==> src/rtl/axicb_rr_arbiter.sv <==
// rtl/axicb_rr_arbiter.sv - round-robin packet arbiter with grant locking until the last beat
module axicb_rr_arbiter #(
  parameter int REQ_NB = 4,
  parameter int ID_W   = 2
) (
  input  logic              aclk,
  input  logic              areset,
  input  logic              srst,
  input  logic [REQ_NB-1:0] req,
  input  logic              ack,
  input  logic              last,
  output logic [REQ_NB-1:0] grant,
  output logic [ID_W-1:0]   grant_id,
  output logic              grant_valid
);

  typedef enum logic {
    ST_IDLE = 1'b0,
    ST_LOCK = 1'b1
  } state_t;

  // One extra bit so ptr + offset can be folded back below REQ_NB without overflow.
  localparam logic [ID_W:0]     REQ_NB_X = (ID_W+1)'(REQ_NB);
  localparam logic [ID_W-1:0]   LAST_ID  = ID_W'(REQ_NB - 1);
  localparam logic [REQ_NB-1:0] ONE_HOT0 = REQ_NB'(1);

  state_t            state_q;
  state_t            state_d;
  logic [ID_W-1:0]   ptr_q;
  logic [ID_W-1:0]   ptr_d;
  logic [REQ_NB-1:0] grant_d;
  logic [ID_W-1:0]   grant_id_d;
  logic              grant_valid_d;

  logic              win_found;
  logic [ID_W-1:0]   win_id;
  logic [ID_W-1:0]   win_next;
  logic              release_pkt;

  // Search req starting at ptr and wrapping; the first set bit wins.
  always_comb begin
    logic [ID_W:0] cand;
    win_found = 1'b0;
    win_id    = '0;
    cand      = '0;
    for (int i = 0; i < REQ_NB; i++) begin
      cand = {1'b0, ptr_q} + (ID_W+1)'(i);
      if (cand >= REQ_NB_X) begin
        cand = cand - REQ_NB_X;
      end
      if (!win_found && req[cand[ID_W-1:0]]) begin
        win_found = 1'b1;
        win_id    = cand[ID_W-1:0];
      end
    end
  end

  // Pointer after the winner, wrapping explicitly so non-power-of-2 counts stay in range.
  always_comb begin
    win_next = '0;
    if (win_id != LAST_ID) begin
      win_next = win_id + ID_W'(1);
    end
  end

  // Next-state and next-output decode: arbitrate from IDLE or on the release beat.
  always_comb begin
    state_d       = state_q;
    ptr_d         = ptr_q;
    grant_d       = grant;
    grant_id_d    = grant_id;
    grant_valid_d = grant_valid;
    release_pkt   = ack && last;

    case (state_q)
      ST_IDLE: begin
        grant_d       = '0;
        grant_id_d    = '0;
        grant_valid_d = 1'b0;
        if (win_found) begin
          state_d       = ST_LOCK;
          grant_d       = ONE_HOT0 << win_id;
          grant_id_d    = win_id;
          grant_valid_d = 1'b1;
          ptr_d         = win_next;
        end
      end

      ST_LOCK: begin
        // The holder's req may drop mid-packet; only ack && last ends the lock.
        if (release_pkt) begin
          if (win_found) begin
            state_d       = ST_LOCK;
            grant_d       = ONE_HOT0 << win_id;
            grant_id_d    = win_id;
            grant_valid_d = 1'b1;
            ptr_d         = win_next;
          end else begin
            state_d       = ST_IDLE;
            grant_d       = '0;
            grant_id_d    = '0;
            grant_valid_d = 1'b0;
          end
        end
      end

      default: begin
        state_d       = ST_IDLE;
        ptr_d         = '0;
        grant_d       = '0;
        grant_id_d    = '0;
        grant_valid_d = 1'b0;
      end
    endcase
  end

  // State, pointer and registered outputs; srst clears exactly like areset.
  always_ff @(posedge aclk or posedge areset) begin
    if (areset) begin
      state_q     <= ST_IDLE;
      ptr_q       <= '0;
      grant       <= '0;
      grant_id    <= '0;
      grant_valid <= 1'b0;
    end else if (srst) begin
      state_q     <= ST_IDLE;
      ptr_q       <= '0;
      grant       <= '0;
      grant_id    <= '0;
      grant_valid <= 1'b0;
    end else begin
      state_q     <= state_d;
      ptr_q       <= ptr_d;
      grant       <= grant_d;
      grant_id    <= grant_id_d;
      grant_valid <= grant_valid_d;
    end
  end

endmodule

==> config.mk <==
export PLATFORM = sky130hd
export DESIGN_NAME = axicb_rr_arbiter
export DESIGN_NICKNAME = d
export VERILOG_FILES = /design/src/rtl/axicb_rr_arbiter.sv
export SDC_FILE = /design/constraint.sdc
export NUM_CORES = 1
export LEC_CHECK = 0
export ABC_AREA = 1
export BUFFER_PORTS_ARGS = -buffer_cell sky130_fd_sc_hd__clkbuf_2
export CORE_MARGIN = 2
export CORE_UTILIZATION = 35
export DETAILED_ROUTE_END_ITERATION = 12
export PLACE_DENSITY_LB_ADDON = 0.2
export SLEW_MARGIN = 20
export SYNTH_ARGS = -nofsm -noshare
export SYNTH_HDL_FRONTEND = slang
export SYNTH_SLANG_ARGS = --single-unit
==> constraint.sdc <==
create_clock -name aclk -period 4.77 [get_ports aclk]
set_input_delay 1.431 -clock aclk [delete_from_list [all_inputs] [get_ports aclk]]
set_output_delay 1.431 -clock aclk [all_outputs]
set_load 0.005 [all_outputs]
# Word-level counts from Yosys, hierarchy flattened
# Cells that the tools add are included.
# W data, S select, Z words.
[op_classes]
n_eq_ne = 2
magnitude_cmp = 8
n_reduce_logical = 7
n_bitwise = 1
n_addsub = 8
muxes = 40
shift = 1
[op_table]
columns = ["op", "count"]
rows = [
  ["$mux W2", 15],
  ["$mux W1", 13],
  ["$lt A2 B3 Y1 const B", 4],
  ["$mux W4", 3],
  ["$ge A3 B3 Y1 const B", 3],
  ["$bmux W1 S2", 4],
  ["$pmux W2 S2", 2],
  ["$pmux W4 S2", 1],
  ["$sub A2 B1 Y2 const B", 4],
  ["$add A2 B2 Y3 const B", 2],
  ["$logic_and A1 B1 Y1", 4],
  ["$pmux W1 S2", 2],
  ["$shl A1 B2 Y4 const A", 1],
  ["$add A2 B1 Y3 const B", 1],
  ["$ge A2 B3 Y1 const B", 1],
  ["$logic_not A1 Y1", 3],
  ["$ne A3 B2 Y1 const B", 1],
  ["$add A2 B1 Y2 const B", 1],
  ["$ne A2 B2 Y1 const B", 1],
  ["$not A1 Y1", 1],
]
[totals]
reg_bits = 10
word_cells = 72

# Depth between registers and ports, before layout
[depth]
ltp_word = 20
ltp_mapped = 14

# Worst setup path before layout
# Ideal clock, no wire load.
[synth_path]
path_type = "input port to flip-flop"
startpoint = "input port req[0]"
endpoint = "register ptr_q[1]"
path_stages = 10
path_slack_ns = 2.164
arrival_ns = 2.530
t_required_ns = 4.693
path_cell_list = "inv_1 nand2_1 nand3_1 nand2_2 nor2_4 nand4_1 nand2_1 inv_1 ha_1 o21ai_1"
[synth_between]
elab_chain_len = 18
elab_cells_between_ends = 29
classes_between = "add/sub (1); eq/ne (1); mux (21); reduce/logical (6)"
[synth_lines]
columns = ["item", "line", "rtl"]
rows = [
  ["start: declaration", "9", "input logic [REQ_NB-1:0] req,"],
  ["$bmux W1 S2", "51", "if (!win_found && req[cand[ID_W-1:0]]) begin"],
  ["$mux W1 (implied by the code)", "51", ""],
  ["$mux W1", "51", ""],
  ["$logic_not A1 Y1", "51", ""],
  ["$logic_and A1 B1 Y1", "51", ""],
  ["$mux W1", "51", ""],
  ["$logic_not A1 Y1", "51", ""],
  ["$logic_and A1 B1 Y1", "51", ""],
  ["(+2 left out)", "n/a", ""],
  ["$logic_and A1 B1 Y1", "51", ""],
  ["$mux W2", "51", ""],
  ["$add A2 B1 Y2 / $ne A2 B2 Y1 (equally long branches)", "62, 61", ""],
  ["$mux W2", "61", "if (win_id != LAST_ID) begin"],
  ["$mux W2 *", "80, 92", ""],
  ["$mux W2", "91", "if (release_pkt) begin"],
  ["$pmux W2 S2 *", "75", "case (state_q)"],
  ["$mux W2 *", "125", "end else if (srst) begin"],
  ["end signal: assignment", "133", "ptr_q <= ptr_d;"],
  ["end: declaration", "29", "logic [ID_W-1:0] ptr_q;"],
]
# Mark *: on every way between the ends. The rest lies on a longest branch, timed or not. The select of a mux whose other input is x is not followed.
# A chain may end at the register's enable or synchronous reset.

# Worst setup path after layout
[layout_path]
startpoint = "input port req[1]"
endpoint = "register ptr_q[1]"
# The elaborated chain is that of the path after synthesis.

==> results.md <==
* Run status: finished, final reports clean
* CTS Root Cell: clkbuf_4
* Yosys reg bits at 10
* Setup tns final at 0 ns
* Cell taking the most area after synthesis: dfrtp_1
* Post-cts gate resize count at 0
* Area contributors post-synth: dfrtp_1, nand2_1, nand2_2, ha_1, inv_1
* Final Hold Vio Count at 0
* Synthesized area at 746 sq um
* Clk sinks at 10
* Peak supply drop at 243 uV
* DRC viols at 0
* Die ar. at 0.00252 sq mm
* Die W at 50.2 microns
* Routed Antenna Nets at 0
* CP bufs+invs at 3
* RSZ-0062 raised after global routing: false
* Max stage delay on crit path at 0.26 ns
* Non-Filler Instances at 151
* Min-Delay Path Class: reg -> reg
* Ant diodes at 0
* Violation count after the first detailed-route iteration at 14
* Synth Warn # at 0
* Initial antenna violation count at 0
* CP max stage cell: ha_1
* Most frequent cells in the layout: nand2_1, clkbuf_2, inv_1, dfrtp_1, nand2_2
* Worst Skew at 0.00641 ns
* Logic pwr share at 60.4%
* Rel. slew slack at 72.1%
* Cells after synthesis at 107
* Port Buffers at 15
* Drt via density at 4.46
* Pre-antenna DRT Iters at 4
* CTS tree: built
* DP HPWL at 1170 microns
* Maxcap violations at 0
* Final net count at 139
* DR vias at 673
* PwrDens at 572 mW/mm^2
* Vias in the first global route at 631
* Average size of a mapped cell at 6.97 sq um
* Effective utilization at floorplan at 37.6%
* CP cell instances: clkbuf_2 -> inv_1 -> nand2_2 -> nand3_1 -> nand2_2 -> nor2_4 -> nand4_1 -> nand2_1 -> inv_1 -> ha_1 -> o21ai_1
* Area of the core at 0.00198 sq mm
* Setup violations, final at 0
* Syn_nets at 120
* Final slew viol count at 0
* Reg clk slew, reported paths at 0.07 ns
* Post-CTS Setup Repair Bufs at 0
* Most common cell after layout, fill and taps aside: nand2_1
* Layout cells sized above 1 at 29.8%
* GRT Util Overall at 13.1%
* # IOs at 16
* Routed WL at 1410 microns
* Yosys top cell area share at 33.6%
* Switch Pwr at 247 uW
* Clock Path Buffers at 2
* Final worst path period share at 53.6%
* Fill count at 217
* CP Class: in -> reg
* Cts hold-fix bufs at 0
* Fmax at 0.391 GHz
* Clock share of power at 11.5%
* Number of distinct library cells after synthesis at 18
* Num rows at 16
* P_int at 248 uW
* Die Span Y at 50.2 microns
* Sequential fraction of the synthesis area at 33.6%
* Maximum fanout along the worst path at 4
* Sequential power share at 28.1%
* Slew @ Worst Pin at 0.418 ns
* GP Congestion at 0.896
* Final worst path period need at 2.56 ns
* Critical path required time at 4.96 ns
* Global-route wire length before repair at 2550 microns
* Num CTS Buffers at 3
* Worst Path Arrival at 2.74 ns
* Grt ovf at 0
* CTS H-tree depth at 1
* Area grow syn2layout at 16.1%
* Crit end category: flip-flop
* Top cell family by delay on the critical path: simple AND/OR/NAND/NOR gates
* Pin count of the biggest net entering global routing at 13
* Clock latency on the worst-skew pair at 0.26 ns
* Switching share of power at 49.9%
* Leakage at 0.000513 uW
* Critical path launch point type: primary input
* WL/cell at 9.34 microns
* Placed cells at 148
==> power by group through the flow <==
stage	Sequential (uW)	Clock [uW]	Combinational, uW
4_1_cts	140	58.6	304
5_1_grt	145	63.4	345
6_report	139	56.9	299
3_5_place_dp	142	0	302
3_3_place_gp	140	0	298
2_1_floorplan	132	0	248
==> worst min-delay path: cells and delay by family (launching register included) <==
kind             cells  cell delay (ns)
AND/OR/NAND/NOR      2             0.10
flip-flops           1             0.34
==> cell usage after synthesis <==
master,instances
nand2_1,44
inv_1,13
dfrtp_1,10
nand2_2,9
nand3_1,7
ha_1,4
nand3_2,3
o21ai_0,3
inv_2,2
nor2_1,2
nor2_4,2
o21ai_2,2
a21oi_1,1
a31oi_1,1
buf_6,1
nand4_1,1
nor2_2,1
o21ai_1,1
==> cells by family after synthesis <==
group                      after synthesis  share of synthesized area, %
and+or+nand+nor                         69                          44.1
buffers and inverters                   16                          9.06
adders and majority gates                4                          6.71
AOI/OAI and AO/OA                        8                          6.54
DFF                                     10                          33.6
==> routing by layer <==
layer  up-vias  GRT usage (%)  routed length [microns]
met1       293           16.5                      701
li1        367              -                        -
met3         0           4.46                       65
met5         -              0                        0
met2        13           21.5                      643
met4         0           2.78                        0
==> registers in the layout (all words and copies together) (netlist names) <==
signal,cells
grant_valid,1
grant_id,2
ptr_q,2
state_q,1
grant,4
==> cell type report <==
type,instances,area [sq um],share of cell area (%)
multi-input cells,81,428,49.4
flip-flops and latches,10,250,28.9
repair buffers,15,75.1,8.67
inverters,15,56.3,6.50
well taps,27,33.8,3.90
clock buffers,3,22.5,2.60
==> stage by stage <==
stage	total power [uW]	utilization (%)	hold WS [ns]	worst slack, ns	cell area [sq um]
finish	495	43.7	0.482	2.21	866
global route	553	43.7	0.512	2.07	866
CTS	503	43.7	0.488	2.21	866
detailed placement	444	42.6	0.466	1.95	843
global placement	438	42.6	0.465	1.98	843
floorplan	380	-	0.472	2.16	746
==> final timing paths <==
path / from / endpoint / slack, ns / cells after the start
max: req[1] / ptr_q[1]$_DFFE_PP0P_ / 2.21 / 11
min: grant[3]$_DFFE_PP0P_ / grant[3]$_DFFE_PP0P_ / 0.48 / 2
max reg2reg: ptr_q[0]$_DFFE_PP0P_ / ptr_q[1]$_DFFE_PP0P_ / 2.71 / 11
min reg2reg: grant[3]$_DFFE_PP0P_ / grant[3]$_DFFE_PP0P_ / 0.48 / 2
max in group asynchronous: areset / ptr_q[1]$_DFFE_PP0P_ / 3.37 / 2
min in group asynchronous: areset / grant_id[0]$_DFFE_PP0P_ / 1.12 / 2
(Power assumes the default switching activity.)
